===== src/rtl/riscv_pkg.sv =====
// Shared RV32 definitions: datapath width, M-extension divide function codes and
// the divider state encoding. The decoder and div_unit both import these.
package riscv_pkg;

  localparam int XLEN           = 32;
  localparam int DIV_FUNC_WIDTH = 2;

  localparam logic [DIV_FUNC_WIDTH-1:0] DIV_OP  = 2'b00;
  localparam logic [DIV_FUNC_WIDTH-1:0] DIVU_OP = 2'b01;
  localparam logic [DIV_FUNC_WIDTH-1:0] REM_OP  = 2'b10;
  localparam logic [DIV_FUNC_WIDTH-1:0] REMU_OP = 2'b11;

  typedef enum logic [1:0] {
    IDLE,
    CALC,
    FIN
  } div_state_t;

  function automatic logic [XLEN-1:0] twos_neg(input logic [XLEN-1:0] v);
    return '0 - v;
  endfunction

  function automatic logic [XLEN-1:0] abs_val(input logic [XLEN-1:0] v);
    return v[XLEN-1] ? twos_neg(v) : v;
  endfunction

endpackage


===== src/rtl/div_unit_if.sv =====
// Request/response bundle between the EX stage and the iterative divider.
interface div_unit_if;
  import riscv_pkg::*;

  logic                      start_div;
  logic [DIV_FUNC_WIDTH-1:0] div_func;
  logic [XLEN-1:0]           src_a;
  logic [XLEN-1:0]           src_b;
  logic                      flush;
  logic                      busy;
  logic                      done;
  logic [XLEN-1:0]           div_result;

  modport master (
    output start_div, div_func, src_a, src_b, flush,
    input  busy, done, div_result
  );

  modport slave (
    input  start_div, div_func, src_a, src_b, flush,
    output busy, done, div_result
  );

endinterface


===== src/rtl/div_restoring_step.sv =====
// One radix-2 restoring iteration: shift the next dividend bit into the partial
// remainder, subtract the divisor when it fits, and shift the quotient bit in.
module div_restoring_step
  import riscv_pkg::*;
(
  input  logic [XLEN-1:0] rem_in,
  input  logic [XLEN-1:0] quo_in,
  input  logic [XLEN-1:0] divisor,
  output logic [XLEN-1:0] rem_out,
  output logic [XLEN-1:0] quo_out
);

  logic [XLEN:0] rem_shift;

  // quo_in holds the not-yet-consumed dividend bits, so its MSB feeds the remainder
  always_comb begin
    rem_shift = {rem_in, quo_in[XLEN-1]};
    if (rem_shift >= {1'b0, divisor}) begin
      rem_out = rem_shift[XLEN-1:0] - divisor;
      quo_out = {quo_in[XLEN-2:0], 1'b1};
    end else begin
      rem_out = rem_shift[XLEN-1:0];
      quo_out = {quo_in[XLEN-2:0], 1'b0};
    end
  end

endmodule


===== src/rtl/div_unit.sv =====
// Iterative RV32M divider (DIV/DIVU/REM/REMU) for the EX stage; busy stalls the
// pipeline, done pulses for one cycle with the registered result.
module div_unit
  import riscv_pkg::*;
(
  input  logic       clk,
  input  logic       rst_n,
  div_unit_if.slave  bus
);

  localparam logic [5:0] LAST_ITER = 6'(XLEN - 1);
  localparam logic [XLEN-1:0] INT_MIN = {1'b1, {(XLEN-1){1'b0}}};

  div_state_t                state_q, state_d;
  logic [5:0]                cnt_q, cnt_d;
  logic [DIV_FUNC_WIDTH-1:0] func_q, func_d;
  logic [XLEN-1:0]           quo_q, quo_d;
  logic [XLEN-1:0]           rem_q, rem_d;
  logic [XLEN-1:0]           divisor_q, divisor_d;
  logic                      q_neg_q, q_neg_d;
  logic                      r_neg_q, r_neg_d;
  logic [XLEN-1:0]           result_q, result_d;
  logic                      done_q, done_d;

  logic [XLEN-1:0] step_rem, step_quo;
  logic            signed_op;

  div_restoring_step u_step (
    .rem_in  (rem_q),
    .quo_in  (quo_q),
    .divisor (divisor_q),
    .rem_out (step_rem),
    .quo_out (step_quo)
  );

  assign signed_op = ~bus.div_func[0];

  always_comb begin
    state_d   = state_q;
    cnt_d     = cnt_q;
    func_d    = func_q;
    quo_d     = quo_q;
    rem_d     = rem_q;
    divisor_d = divisor_q;
    q_neg_d   = q_neg_q;
    r_neg_d   = r_neg_q;
    result_d  = result_q;
    done_d    = 1'b0;

    unique case (state_q)
      IDLE: begin
        if (bus.start_div && !bus.flush) begin
          func_d    = bus.div_func;
          cnt_d     = '0;
          rem_d     = '0;
          q_neg_d   = 1'b0;
          r_neg_d   = 1'b0;
          divisor_d = bus.src_b;
          // Special cases preload the final quotient/remainder and skip iteration
          if (bus.src_b == '0) begin
            quo_d   = '1;
            rem_d   = bus.src_a;
            state_d = FIN;
          end else if (signed_op && bus.src_a == INT_MIN && bus.src_b == '1) begin
            quo_d   = bus.src_a;
            state_d = FIN;
          end else if (signed_op) begin
            quo_d     = abs_val(bus.src_a);
            divisor_d = abs_val(bus.src_b);
            q_neg_d   = bus.src_a[XLEN-1] ^ bus.src_b[XLEN-1];
            r_neg_d   = bus.src_a[XLEN-1];
            state_d   = CALC;
          end else begin
            quo_d   = bus.src_a;
            state_d = CALC;
          end
        end
      end
      CALC: begin
        if (bus.flush) begin
          state_d = IDLE;
          cnt_d   = '0;
        end else begin
          quo_d = step_quo;
          rem_d = step_rem;
          if (cnt_q == LAST_ITER) begin
            cnt_d   = '0;
            state_d = FIN;
          end else begin
            cnt_d = cnt_q + 6'd1;
          end
        end
      end
      FIN: begin
        state_d = IDLE;
        if (!bus.flush) begin
          done_d = 1'b1;
          if (func_q[1]) result_d = r_neg_q ? twos_neg(rem_q) : rem_q;
          else           result_d = q_neg_q ? twos_neg(quo_q) : quo_q;
        end
      end
      default: state_d = IDLE;
    endcase
  end

  always_ff @(posedge clk) begin
    if (!rst_n) begin
      state_q   <= IDLE;
      cnt_q     <= '0;
      func_q    <= '0;
      quo_q     <= '0;
      rem_q     <= '0;
      divisor_q <= '0;
      q_neg_q   <= 1'b0;
      r_neg_q   <= 1'b0;
      result_q  <= '0;
      done_q    <= 1'b0;
    end else begin
      state_q   <= state_d;
      cnt_q     <= cnt_d;
      func_q    <= func_d;
      quo_q     <= quo_d;
      rem_q     <= rem_d;
      divisor_q <= divisor_d;
      q_neg_q   <= q_neg_d;
      r_neg_q   <= r_neg_d;
      result_q  <= result_d;
      done_q    <= done_d;
    end
  end

  assign bus.busy       = (state_q != IDLE);
  assign bus.done       = done_q;
  assign bus.div_result = result_q;

endmodule


===== src/flat_wrapper.sv =====
// flat-port wrapper written by rule: the top's interface ports become plain ports
module div_unit_flat import riscv_pkg::*;
  (clk, rst_n, bus_start_div, bus_div_func, bus_src_a, bus_src_b, bus_flush, bus_busy, bus_done, bus_div_result);
  div_unit_if bus_i ();
  input  logic clk;
  input  logic rst_n;
  input wire logic [$bits(bus_i.start_div)-1:0] bus_start_div;
  input wire logic [$bits(bus_i.div_func)-1:0] bus_div_func;
  input wire logic [$bits(bus_i.src_a)-1:0] bus_src_a;
  input wire logic [$bits(bus_i.src_b)-1:0] bus_src_b;
  input wire logic [$bits(bus_i.flush)-1:0] bus_flush;
  output wire logic [$bits(bus_i.busy)-1:0] bus_busy;
  output wire logic [$bits(bus_i.done)-1:0] bus_done;
  output wire logic [$bits(bus_i.div_result)-1:0] bus_div_result;
  assign bus_i.start_div = bus_start_div;
  assign bus_i.div_func = bus_div_func;
  assign bus_i.src_a = bus_src_a;
  assign bus_i.src_b = bus_src_b;
  assign bus_i.flush = bus_flush;
  assign bus_busy = bus_i.busy;
  assign bus_done = bus_i.done;
  assign bus_div_result = bus_i.div_result;
  div_unit u_core (.clk(clk), .rst_n(rst_n), .bus(bus_i));
endmodule

===== config.mk =====
export PLATFORM = sky130hd
export DESIGN_NAME = div_unit_flat
export DESIGN_NICKNAME = d
export VERILOG_FILES = /design/src/rtl/riscv_pkg.sv /design/src/rtl/div_unit_if.sv /design/src/rtl/div_restoring_step.sv /design/src/rtl/div_unit.sv /design/src/flat_wrapper.sv
export SDC_FILE = /design/constraint.sdc
export NUM_CORES = 1
export LEC_CHECK = 0
export BUFFER_PORTS_ARGS = -buffer_cell sky130_fd_sc_hd__buf_2
export CELL_PAD_IN_SITES_DETAIL_PLACEMENT = 0
export CELL_PAD_IN_SITES_GLOBAL_PLACEMENT = 1
export CORE_AREA = 2 2 182 148
export DETAILED_ROUTE_END_ITERATION = 8
export DIE_AREA = 0 0 184 150
export HOLD_SLACK_MARGIN = 0.06
export PLACE_DENSITY_LB_ADDON = 0.1
export REMOVE_ABC_BUFFERS = 1
export SLEW_MARGIN = 25
export SYNTH_ARGS = -nofsm -noshare
export SYNTH_HDL_FRONTEND = slang
export SYNTH_HIERARCHICAL = 1
export SYNTH_SLANG_ARGS = --single-unit

===== constraint.sdc =====
create_clock -name clk -period 4.5 [get_ports clk]
set_clock_uncertainty 0.2 [all_clocks]
set_input_delay 0.675 -clock clk [delete_from_list [all_inputs] [get_ports clk]]
set_output_delay 0.675 -clock clk [all_outputs]
set_load 0.1 [all_outputs]

==> results.toml <==
[outcome]
status = "finished, final reports clean"

[clock_network]
htree_levels = 4
cts-resized-gates = 0
numCtsBuffers = 17
clock_path_buffers = 2
root_buffer = "clkbuf_16"
cts_tree = "done"
insertion_delay_ns = 0.44
cts.sinks = 140
path_clk_slew_ns = 0.06
post_cts_buffers = 0
hold_buffers = 0

[power]
p_int_uw = 2940
pwr-share-comb = 0.328
pwr-share-clk = 0.362
seqPwrFrac = 0.310
p_sw_uw = 1580
vdd.ir_drop.worst_mv = 0.299
static-leakage-power_uw = 0.00495
switching_share = 0.349
power_density_nw_per_um2 = 355

[synth]
syn_inst = 1497
synth_edf_count = 0
ys_warn_count = 6
syn_area_um2 = 11400
ys_seq_area_frac = 0.245
synth_common_cells = "157 x o21ai_0, 140 x dfxtp_1, 123 x nand2_1"
netlist_top_cells_area = "dfxtp_1 25%, o21ai_0 6.9%, ha_1 4.2%, nand2_1 4.0%, xor2_1 3.8%"
synth_area_per_cell_um2 = 7.64
ys_seq_elements = 140
yosysTopAreaCell = "dfxtp_1"
synth_ff_type = "dfxtp_1"
synth.most_common_cell = "o21ai_0"
ys_types = 81
synth.top_cell.area_share = 0.245
synthArstFlopShare = 0

[sta]
slew_violations = 0
finalHoldViolations = 0
period_needed_ns = 4.06
grt_setup_unrepaired = "false"
final.period_utilization = 0.902
max_freq_ghz = 0.246
relSlewSlack = 0.248
tightestPinTransition_ns = 1.12
fin_ws_ns = 0.441
setup_viol_count_final = 0

[global_routing]
overflow = 0
grt_pass1_wl_um = 62200
antenna_found_initial = 2
grtUsageTotal = 0.293
grt_pass1_vias = 10800
grt_start_max_net_pins = 65

[cells_and_area]
layout.nets = 1638
fillers = 2620
final_util = 0.492
area_delta_synth_final_pct = 11.2
drive_gt1_frac = 0.158

[critical_path]
startpoint_type = "flop"
end_kind = "flop"
critPathArrivalTime_ns = 4.18
required_ns = 4.62
crit_type = "flop to flop"
crit_fanout = 32

[floorplan]
rows = 53
initial_core_util = 0.442
core_area_um2 = 25900
num_io_pins = 104
die_h_um = 150
die_w_um = 184
dieArea_um2 = 27600

[drt]
wl_um = 40200
drt_iter0_markers = 998
viasPerCell = 6.27
first_pass_iters = 6
drc = 0
avgRoutedWirePerCell_um = 21.5
ant_nets = 0
vias = 11700

[placed_design]
gp_congestion = 0.923
pre_cts_slack_ns = 0.592
hpwl_um = 30300
place.port_buffers = 103

[hold_path]
hp-class = "flop to flop"

[run]
maxCapViolCount = 0
==> cells by family (layout without fill, tap and decap cells) <==
family | Yosys count | in the layout | share of synthesized area
AND/OR/NAND/NOR | 507 | 507 | 0.234
AO/OA/AOI/OAI | 482 | 482 | 0.278
buffers and inverters | 191 | 236 | 0.0790
flip-flops | 140 | 140 | 0.245
XOR/XNOR | 92 | 92 | 0.0705
multiplexers | 46 | 46 | 0.0502
adder cells (fa/ha/maj) | 39 | 39 | 0.0433
other | 0 | 1 | 0
==> power by group through the flow <==
stage                     clock network, uW  logic, uW  registers [uW]
after global placement                    0       1440            1420
after global routing                   1710       1600            1410
after floorplan                           0       1000            1410
final                                  1630       1480            1400
after detailed placement                  0       1440            1420
after CTS                              1660       1450            1400
==> final timing paths <==
path | startpoint | to | slack (ns) | cells past startpoint
worst min-delay path | u_core/bus.div_result[12] | u_core/bus.div_result[12] | 0.24 | 1
worst max register to register | u_core/rem_q[1] | u_core/rem_q[13] | 0.44 | 13
worst min register to register | u_core/bus.div_result[12] | u_core/bus.div_result[12] | 0.24 | 1
worst max-delay path | u_core/rem_q[1] | u_core/rem_q[13] | 0.44 | 13
==> metrics by stage <==
step | total power [uW] | std cells | area, um^2 | setup TNS, ns | hold slack [ns]
floorplan | 2420 | 1364 | 10700 | -61.10 | 0.240
global placement | 2860 | 1840 | 12000 | 0 | 0.230
detailed placement | 2860 | 1840 | 12000 | 0 | 0.234
CTS | 4500 | 1872 | 12700 | 0 | 0.249
global route | 4720 | 1872 | 12700 | 0 | 0.271
finish | 4510 | 1873 | 12700 | 0 | 0.244
==> state kept, by name, summed over array words and instances (netlist names) <==
| register | flops |
|---|---|
| u_core/bus.div_result | 32 |
| u_core/divisor_q | 32 |
| u_core/quo_q | 32 |
| u_core/rem_q | 32 |
| u_core/cnt_q | 6 |
| u_core/state_q | 2 |
| u_core/bus.done | 1 |
| u_core/func_q | 1 |
| u_core/q_neg_q | 1 |
| u_core/r_neg_q | 1 |
==> per-layer routing <==
layer | wire (um) | vias up | track usage
met4 | 573 | 2 | 0.0672
met2 | 17600 | 387 | 0.455
met5 | 10 | - | 0
li1 | - | 5631 | -
met1 | 19500 | 5679 | 0.420
met3 | 2540 | 47 | 0.0550
==> final cells by class <==
| class | count | area (um^2) | area share |
|---|---|---|---|
| flip-flops and latches | 140 | 2800 | 0.220 |
| clock inverters | 13 | 213 | 0.0167 |
| inverters | 58 | 218 | 0.0171 |
| diodes | 1 | 2.50 | 0.000197 |
| well taps | 330 | 413 | 0.0325 |
| multi-input cells | 1166 | 7750 | 0.610 |
| clock buffers | 19 | 453 | 0.0356 |
| repair buffers | 146 | 863 | 0.0679 |
==> worst max-delay path: stages (launching register included) <==
cell      delay (ns)
dfxtp_1         0.35
ha_1            0.39
a21oi_2         0.18
o21ai_2         0.10
a221o_1         0.44
a21oi_2         0.29
nor3_1          0.12
nor4_1          0.44
o21ai_1         0.22
o32ai_4         0.19
buf_12          0.28
mux2_4          0.33
a221oi_1        0.31
nor2_1          0.08
==> cell usage in the layout (no fill, tap or decap), types with 22 or more instances in the layout <==
cell type  Yosys  layout
o221ai_1      22      22
inv_1         57      57
buf_4         35      41
a221oi_1      34      34
ha_1          38      38
xnor2_1       43      43
dfxtp_1      140     140
o21ai_0      157     157
nand2_1      123     123
nand3_1       37      37
xor2_1        49      49
nor3_1        43      42
a21oi_1       73      73
or4_1         22      22
buf_2          8     103
o211ai_1      22      22
nor2_1       104     103
a31oi_1       34      34
or3_1         44      44
Note: power is estimated with default switching activity, not from simulation.
